[src/rtl/shreg_seq_pkg.sv]
// ============================================================================
// Module   : shreg_seq_pkg
// Purpose  : Shared state encoding, pointer type and width constants for the
//            shreg_seq shift-register sequencer.
// Revision : 1.0 - initial release
// ============================================================================
`default_nettype none

package shreg_seq_pkg;

    localparam int DEFAULT_WIDTH = 8;
    localparam int CNT_W         = 4;

    typedef enum logic [1:0] {
        ST_IDLE  = 2'd0,
        ST_LOAD  = 2'd1,
        ST_SHIFT = 2'd2,
        ST_DONE  = 2'd3
    } state_t;

    typedef enum logic {
        PTR_A = 1'b0,
        PTR_B = 1'b1
    } rr_ptr_t;

    // Terminal shift count for a transfer of the given length.
    function automatic logic [CNT_W-1:0] last_cnt(input int width);
        return CNT_W'(width - 1);
    endfunction

endpackage

`default_nettype wire

[src/rtl/shreg_seq_rr.sv]
// ============================================================================
// Module   : shreg_seq_rr
// Purpose  : Two-way round-robin arbiter; latches the grant pair and advances
//            the fairness pointer when a transfer completes.
//            Optional macro SHREG_SEQ_BOTH_EN: simultaneous requests grant both.
// Revision : 1.0 - initial release
// ============================================================================
`default_nettype none

module shreg_seq_rr
    import shreg_seq_pkg::*;
(
    input  logic clk,
    input  logic clr_n,
    input  logic i_req_a,
    input  logic i_req_b,
    input  logic i_arb,
    input  logic i_update,
    output logic o_gnt_a,
    output logic o_gnt_b
);

    rr_ptr_t ptr_q, ptr_d;
    logic    gnt_a_q, gnt_a_d;
    logic    gnt_b_q, gnt_b_d;
    logic    pick_a;
    logic    pick_b;

    always_ff @(posedge clk or negedge clr_n) begin
        if (!clr_n) begin
            ptr_q   <= PTR_A;
            gnt_a_q <= 1'b0;
            gnt_b_q <= 1'b0;
        end else begin
            ptr_q   <= ptr_d;
            gnt_a_q <= gnt_a_d;
            gnt_b_q <= gnt_b_d;
        end
    end

    always_comb begin
`ifdef SHREG_SEQ_BOTH_EN
        // Both requesters run in lockstep, so there is no tie to break.
        pick_a = i_req_a;
        pick_b = i_req_b;
`else
        pick_a = i_req_a && !(i_req_b && (ptr_q == PTR_B));
        pick_b = i_req_b && !(i_req_a && (ptr_q == PTR_A));
`endif
    end

    always_comb begin
        ptr_d   = ptr_q;
        gnt_a_d = gnt_a_q;
        gnt_b_d = gnt_b_q;
        if (i_arb) begin
            gnt_a_d = pick_a;
            gnt_b_d = pick_b;
        end else if (i_update) begin
            gnt_a_d = 1'b0;
            gnt_b_d = 1'b0;
            // A lockstep transfer served both channels and leaves the pointer alone.
            if (gnt_a_q && !gnt_b_q) begin
                ptr_d = PTR_B;
            end else if (gnt_b_q && !gnt_a_q) begin
                ptr_d = PTR_A;
            end
        end
    end

    assign o_gnt_a = gnt_a_q;
    assign o_gnt_b = gnt_b_q;

endmodule

`default_nettype wire

[src/rtl/shreg_seq.sv]
// ============================================================================
// Module   : shreg_seq
// Purpose  : Sequencer sharing one shift register between two requesters:
//            IDLE -> LOAD -> SHIFT x WIDTH -> DONE, round-robin arbitrated.
//            Optional macro SHREG_SEQ_BOTH_EN: lockstep dual-channel transfers.
// Revision : 1.0 - initial release
// ============================================================================
`default_nettype none

module shreg_seq
    import shreg_seq_pkg::*;
#(
    parameter int WIDTH = DEFAULT_WIDTH
) (
    input  logic             CLK,
    input  logic             CLR_N,
    input  logic             REQ_A,
    input  logic             REQ_B,
    output logic             GNT_A,
    output logic             GNT_B,
    output logic             ASEL,
    output logic             BSEL,
    output logic             ACLK_EN,
    output logic             BCLK_EN,
    output logic             DONE_A,
    output logic             DONE_B,
    output logic             BUSY,
    output logic [CNT_W-1:0] CNT
);

    localparam logic [CNT_W-1:0] CNT_LAST = last_cnt(WIDTH);

    state_t           state_q, state_d;
    logic [CNT_W-1:0] cnt_q, cnt_d;
    logic             arb_en;
    logic             rr_update;
    logic             gnt_a;
    logic             gnt_b;
    logic             load_ph;
    logic             shift_ph;
    logic             done_ph;

    shreg_seq_rr u_rr (
        .clk      (CLK),
        .clr_n    (CLR_N),
        .i_req_a  (REQ_A),
        .i_req_b  (REQ_B),
        .i_arb    (arb_en),
        .i_update (rr_update),
        .o_gnt_a  (gnt_a),
        .o_gnt_b  (gnt_b)
    );

    always_ff @(posedge CLK or negedge CLR_N) begin
        if (!CLR_N) begin
            state_q <= ST_IDLE;
            cnt_q   <= '0;
        end else begin
            state_q <= state_d;
            cnt_q   <= cnt_d;
        end
    end

    always_comb begin
        state_d   = state_q;
        cnt_d     = cnt_q;
        arb_en    = 1'b0;
        rr_update = 1'b0;
        case (state_q)
            ST_IDLE: begin
                cnt_d = '0;
                if (REQ_A || REQ_B) begin
                    state_d = ST_LOAD;
                    arb_en  = 1'b1;
                end
            end
            ST_LOAD: begin
                cnt_d   = '0;
                state_d = ST_SHIFT;
            end
            ST_SHIFT: begin
                if (cnt_q == CNT_LAST) begin
                    cnt_d   = '0;
                    state_d = ST_DONE;
                end else begin
                    cnt_d = cnt_q + 1'b1;
                end
            end
            ST_DONE: begin
                // Always pass through IDLE so a held request is re-arbitrated.
                cnt_d     = '0;
                state_d   = ST_IDLE;
                rr_update = 1'b1;
            end
            default: begin
                cnt_d   = '0;
                state_d = ST_IDLE;
            end
        endcase
    end

    // Outputs decode from registered state only, so reset clears them at once.
    always_comb begin
        load_ph  = (state_q == ST_LOAD);
        shift_ph = (state_q == ST_SHIFT);
        done_ph  = (state_q == ST_DONE);
        GNT_A    = gnt_a;
        GNT_B    = gnt_b;
        ASEL     = gnt_a && load_ph;
        BSEL     = gnt_b && load_ph;
        ACLK_EN  = gnt_a && (load_ph || shift_ph);
        BCLK_EN  = gnt_b && (load_ph || shift_ph);
        DONE_A   = gnt_a && done_ph;
        DONE_B   = gnt_b && done_ph;
        BUSY     = (state_q != ST_IDLE);
        CNT      = cnt_q;
    end

endmodule

`default_nettype wire

[config.mk]
export PLATFORM = sky130hd
export DESIGN_NAME = shreg_seq
export DESIGN_NICKNAME = d
export VERILOG_FILES = /design/src/rtl/shreg_seq_pkg.sv /design/src/rtl/shreg_seq_rr.sv /design/src/rtl/shreg_seq.sv
export SDC_FILE = /design/constraint.sdc
export NUM_CORES = 1
export LEC_CHECK = 0
export CAP_MARGIN = 5
export CORE_UTILIZATION = 35
export CTS_CLUSTER_DIAMETER = 150
export DETAILED_ROUTE_END_ITERATION = 10
export PLACE_DENSITY = 0.61
export RECOVER_POWER = 50
export REMOVE_ABC_BUFFERS = 1
export SYNTH_ARGS = -nofsm -noshare
export SYNTH_HDL_FRONTEND = slang
export SYNTH_SLANG_ARGS = --single-unit
export TNS_END_PERCENT = 50
[constraint.sdc]
create_clock -name CLK -period 2.6 [get_ports CLK]
set_clock_uncertainty 0.1 [all_clocks]
set_input_delay 0.39 -clock CLK [delete_from_list [all_inputs] [get_ports CLK]]
set_output_delay 0.39 -clock CLK [all_outputs]
set_load 0.02 [all_outputs]
# ---- Yosys cells after proc, flatten, opt, wreduce, memory -nomap -nowiden
# Cells that the tools add are included.
dict set report op_classes {
  addsub 1
  eq_ne 6
  muxes 13
  n_bitwise 2
  reduce_logical 25
}
# operator count
set op_table {}
lappend op_table {{logical AND 1 bit} 12}
lappend op_table {{two-way mux 1 bit} 8}
lappend op_table {{case mux 2 bit (4 select lines)} 1}
lappend op_table {{case mux 4 bit (2 select lines)} 1}
lappend op_table {{nonzero test 2 bit} 3}
lappend op_table {{adder 4 x 1 -> 4 bit, second input constant} 1}
lappend op_table {{equality test 2 bit, second input constant} 2}
lappend op_table {{equality test 4 x 3 -> 1 bit, second input constant} 1}
lappend op_table {{zero test 1 bit} 4}
lappend op_table {{two-way mux 2 bit} 2}
lappend op_table {{two-way mux 4 bit} 1}
lappend op_table {{AND reduction 3 bit} 1}
lappend op_table {{OR reduction 3 bit} 1}
lappend op_table {{equality test 2 x 1 -> 1 bit, second input constant} 1}
lappend op_table {{zero test 2 bit} 1}
lappend op_table {{logical OR 1 bit} 2}
lappend op_table {{inequality test 2 x 1 -> 1 bit, second input constant} 1}
lappend op_table {{inequality test 2 bit, second input constant} 1}
lappend op_table {{inverter 1 bit} 2}
lappend op_table {{AND reduction 2 bit} 1}
dict set report word_totals {
  regBits 9
  wordCells 52
}

# ---- Longest topological paths before layout
dict set report depth {
  depth_word 5
  ltp_mapped 5
  depth_no_buf 5
}

# ---- Hierarchy
# From an unflattened synthesis, not the netlist that was laid out.
dict set report hier_totals {
  cells_unflattened 47
  area_unflattened_um2 514.2
}
# module n_inst cells_each area_per_inst_um2 seq_area_each_um2
set by_module_without_submodules {}
lappend by_module_without_submodules {shreg_seq 1 34 355.3 150.1}
lappend by_module_without_submodules {shreg_seq_rr 1 13 158.9 75.1}

# ---- Worst setup path before layout
# Ideal clock, no wire load.
dict set report synth_timing {
  kind {flip-flop to flip-flop}
  start {reg state_q[0]}
  end {reg state_q[1]}
  arrival_time_ps 1283
  setup_slack_ps 1092
  stages_incl_launch_ff 6
  path_buffers 0
  path_cell_list {dfrtp_1 inv_1 ha_1 nor3b_2 a21oi_2 mux2_4}
}
dict set report synth_between {
  elab_chain_cells 3
  word_cells_on_any_way 8
}
# element line_no
set synth_rtl {}
lappend synth_rtl {{from (decl)} shreg_seq.sv:33} ;# state_t state_q, state_d;
lappend synth_rtl {{from (signal assigned)} shreg_seq.sv:59} ;# state_q <= state_d;
lappend synth_rtl {{equality test 2 bit / zero test 2 bit (equally long branches)} shreg_seq.sv:69} ;# case (state_q)
lappend synth_rtl {{inequality test 2 x 1 -> 1 bit (no source line) / inequality test 2 bit (equally long branches)} n/a}
lappend synth_rtl {{AND reduction 2 bit (no source line)} n/a}
# Parallel ways exist; a longest one is shown, timed or not.
# A chain may end at the register's enable or synchronous reset.

# ---- Worst setup path after layout
dict set report layout_timing {
  start {reg state_q[0]}
  end {out BCLK_EN}
}
dict set report layout_between {
  elab_chain_cells 3
  word_cells_on_any_way 4
}
# element line_no
set layout_rtl {}
lappend layout_rtl {{equality test 2 x 1 -> 1 bit / equality test 2 bit (equally long branches)} {shreg_seq.sv:104, shreg_seq.sv:105}}
lappend layout_rtl {{logical OR 1 bit (*)} shreg_seq.sv:112} ;# BCLK_EN = gnt_b && (load_ph || shift_ph);
lappend layout_rtl {{logical AND 1 bit (*)} shreg_seq.sv:112}
lappend layout_rtl {{to (decl)} shreg_seq.sv:24} ;# output logic BCLK_EN,
# Every way passes the cells marked *; elsewhere a longest branch is shown, timed or not.

==> results.md <==
- Status: complete, no violations
- # Post-CTS Setup Buffers: 0
- Post-synthesis mux area share: 4.965%
- CP Launch Type: flop
- Crit path max-delay family: buffers and inverters
- Core area: 1350 um2
- Slew Limit Fails: 0
- PD cells: 1114 nW/um2
- XOR/XNOR share of the synthesized area: 3.310%
- Setup violators final: 0
- Post-DRT Antenna Nets: 0
- Vias per cell: 4.783
- Number of global-route vias before repair: 358
- Data arrival, critical path: 1760 ps
- Synth warn: 0
- Worst VDD drop: 0.4654 mV
- Final period utilization: 86.57%
- Initial antenna violation count: 0
- Largest net degree at the start of global routing: 10
- Final Hold Fails: 0
- Total gr overflow: 0
- Internal power: 497.2 uW
- Worst hold path class: input pin to async pin
- Area contributors post-synth: dfrtp_1, ha_1, and2_1, xor2_1, inv_1
- I/O pin cnt: 17
- Register area share after synthesis: 42.55%
- CP max stage delay: 590 ps
- Gpl congestion: 0.6251
- Layout cells sized above 1: 11.76%
- Complex-gate fraction of the synthesized area: 8.274%
- Mapped Avg Cell Area: 11.03 um2
- Post-CTS resize count: 0
- Ant diodes: 0
- Slowest cell on crit path: clkdlybuf4s50_1
- Initial DRC count: 3
- Rel. slew slack: 72.96%
- Seq pwr share: 29.1%
- Utilization after layout: 54.40%
- Simple-Gate Fraction of Synth Area: 21.51%
- Critical path cell sequence: inv_1 > ha_1 > and2_1 > clkdlybuf4s50_1
- Crit end category: output pin
- # DRC: 0
- Synth top area share: 42.55%
- Clock tree buffer depth: 2
- Commonest non-fill, non-tap cell in the layout: clkdlybuf4s50_1
- Max Fanout on Critical Path: 4
- Die H: 40.89 um
- Detailed-router iteration count before antenna repair: 2
- Routed length per instance: 11.31 um
- Post-DP HPWL: 756.9 um
- Combinational family with the most area after synthesis: simple AND/OR/NAND/NOR gates
- Crit path kind: flop to output pin
- Hold-fix buffers, CTS: 0
- Rows: 13
- TritonCTS Buffers: 3
- Total power: 818.0 uW
- TNS Setup: 0 ps
- Die Width: 40.89 um
- Buffers on Ports: 16
- Clock Tree Root: clkbuf_4
- RSZ-0062 raised after global routing: no
- Total GRT Usage: 13.98%
- CTS sink cnt: 9
- Clock power frac: 12.8%
- Combinational group share of total power: 58.1%
- Initial cell density of the core: 39.20%
- CTS tree: done
- Switching pwr: 320.7 uW
- Area growth syn-to-layout: 38.77%
- Final wirelength: 939 um
- H-tree depth: 1
- Maxcap violations: 0
- Synthesized-area fraction occupied by adder cells: 16.55%
- Final net count: 80
- Syn Std Cell Area: 529.3 um2
- First-pass GRT wire length: 1476 um
- Worst skew pair latency: 260 ps
- Routed via count: 397
- Leak: 0.3387 nW
- Minimum clock period: 2251 ps
- Place WS: 603.6 ps
- Most frequent cells in the layout: clkdlybuf4s50_1, dfrtp_1, ha_1
- Worst slew pin tran: 404.2 ps
- Clock transition at the registers of the reported paths: 60 ps
- Net Sw Frac: 39.21%
- Die Area: 1672 um2
- FMAX: 444.3 MHz
- Final worst setup slack: 349.1 ps
- Buffer and inverter count on the worst path: 2
- Yosys top cell by area: dfrtp_1
- Crit path required time: 2110 ps
- Cell variety after synth: 18
- Syn Inst Count: 48
- Yosys reg bits: 9
power by group through the flow:
stage	Combinational (mW)	Clock, mW	Sequential [mW]
2_1_floorplan	0.275	0	0.263
3_3_place_gp	0.480	0	0.244
3_5_place_dp	0.482	0	0.243
4_1_cts	0.484	0.109	0.240
5_1_grt	0.528	0.116	0.250
6_report	0.475	0.105	0.238
layer usage:
metal  vias up  GRT usage, %  share of wire [%]
li1        202             -                  -
met5         -             0                  0
met1       181         16.55                 47
met4         0         7.500                  0
met2        14         23.05                 46
met3         0         3.261                7.0
cell usage after synthesis:
cell and number:
mux2_4 1, dfrtp_1 9, nor2_1 3, mux2_2 1
a32o_1 1, nand2b_1 2, inv_1 4, xor2_1 2
nand3_1 1, o32a_2 1, nand2_1 2, nor3b_2 1
nand3b_1 2, a21oi_2 1, o21ai_0 1, ha_1 7
a32oi_1 1, and2_1 8
final cells by class:
class	instances	area, um2
clock buffer	4	26.28
timing repair buffer	16	160.2
sequential	9	225.2
multi-input combinational	35	289.0
inverter	4	15.01
tap	15	18.77
fill	130	615.6
worst register-to-register path, cell delays in order (launching register included):
cell and delay (ps):
dfrtp_1 390, inv_1 90, ha_1 260, nor3b_2 190
a21oi_2 150, mux2_4 320
logic make-up (layout without fill, tap and decap cells):
family | after synthesis | count (layout)
and+or+nand+nor | 19 | 19
DFF | 9 | 9
adders and majority gates | 7 | 7
AOI/OAI and AO/OA | 5 | 5
buffers and inverters | 4 | 24
xor gates and xnor gates | 2 | 2
muxes | 2 | 2
flip-flops by register name, indices dropped and copies added, names as in the netlist:
signal and flops:
CNT 4, state_q 2, u_rr.o_gnt_a 1, u_rr.o_gnt_b 1, u_rr.ptr_q 1
final timing paths:
path	end	from	slack, ps	cells after the start
worst max-delay path	BCLK_EN	state_q[0]	350	4
worst max register to register	state_q[1]	state_q[0]	980	5
worst min-delay path	u_rr.o_gnt_b	CLR_N	390	1
max in group asynchronous	state_q[1]	CLR_N	1720	1
worst min register to register	CNT[0]	CNT[0]	390	1
min in group CLK	CNT[0]	CNT[0]	390	1
per-stage QoR:
| step | area, um2 | std cells | hold WS (ps) |
|---|---|---|---|
| final | 734.5 | 83 | 385.3 |
| after global routing | 734.5 | 83 | 407.9 |
| after CTS | 734.5 | 83 | 336.1 |
| after detailed placement | 708.2 | 79 | 378.7 |
| after global placement | 708.2 | 79 | 385.1 |
| after floorplan | 529.3 | 48 | -5.591 |
No activity file was read; power rests on OpenSTA's default activity.
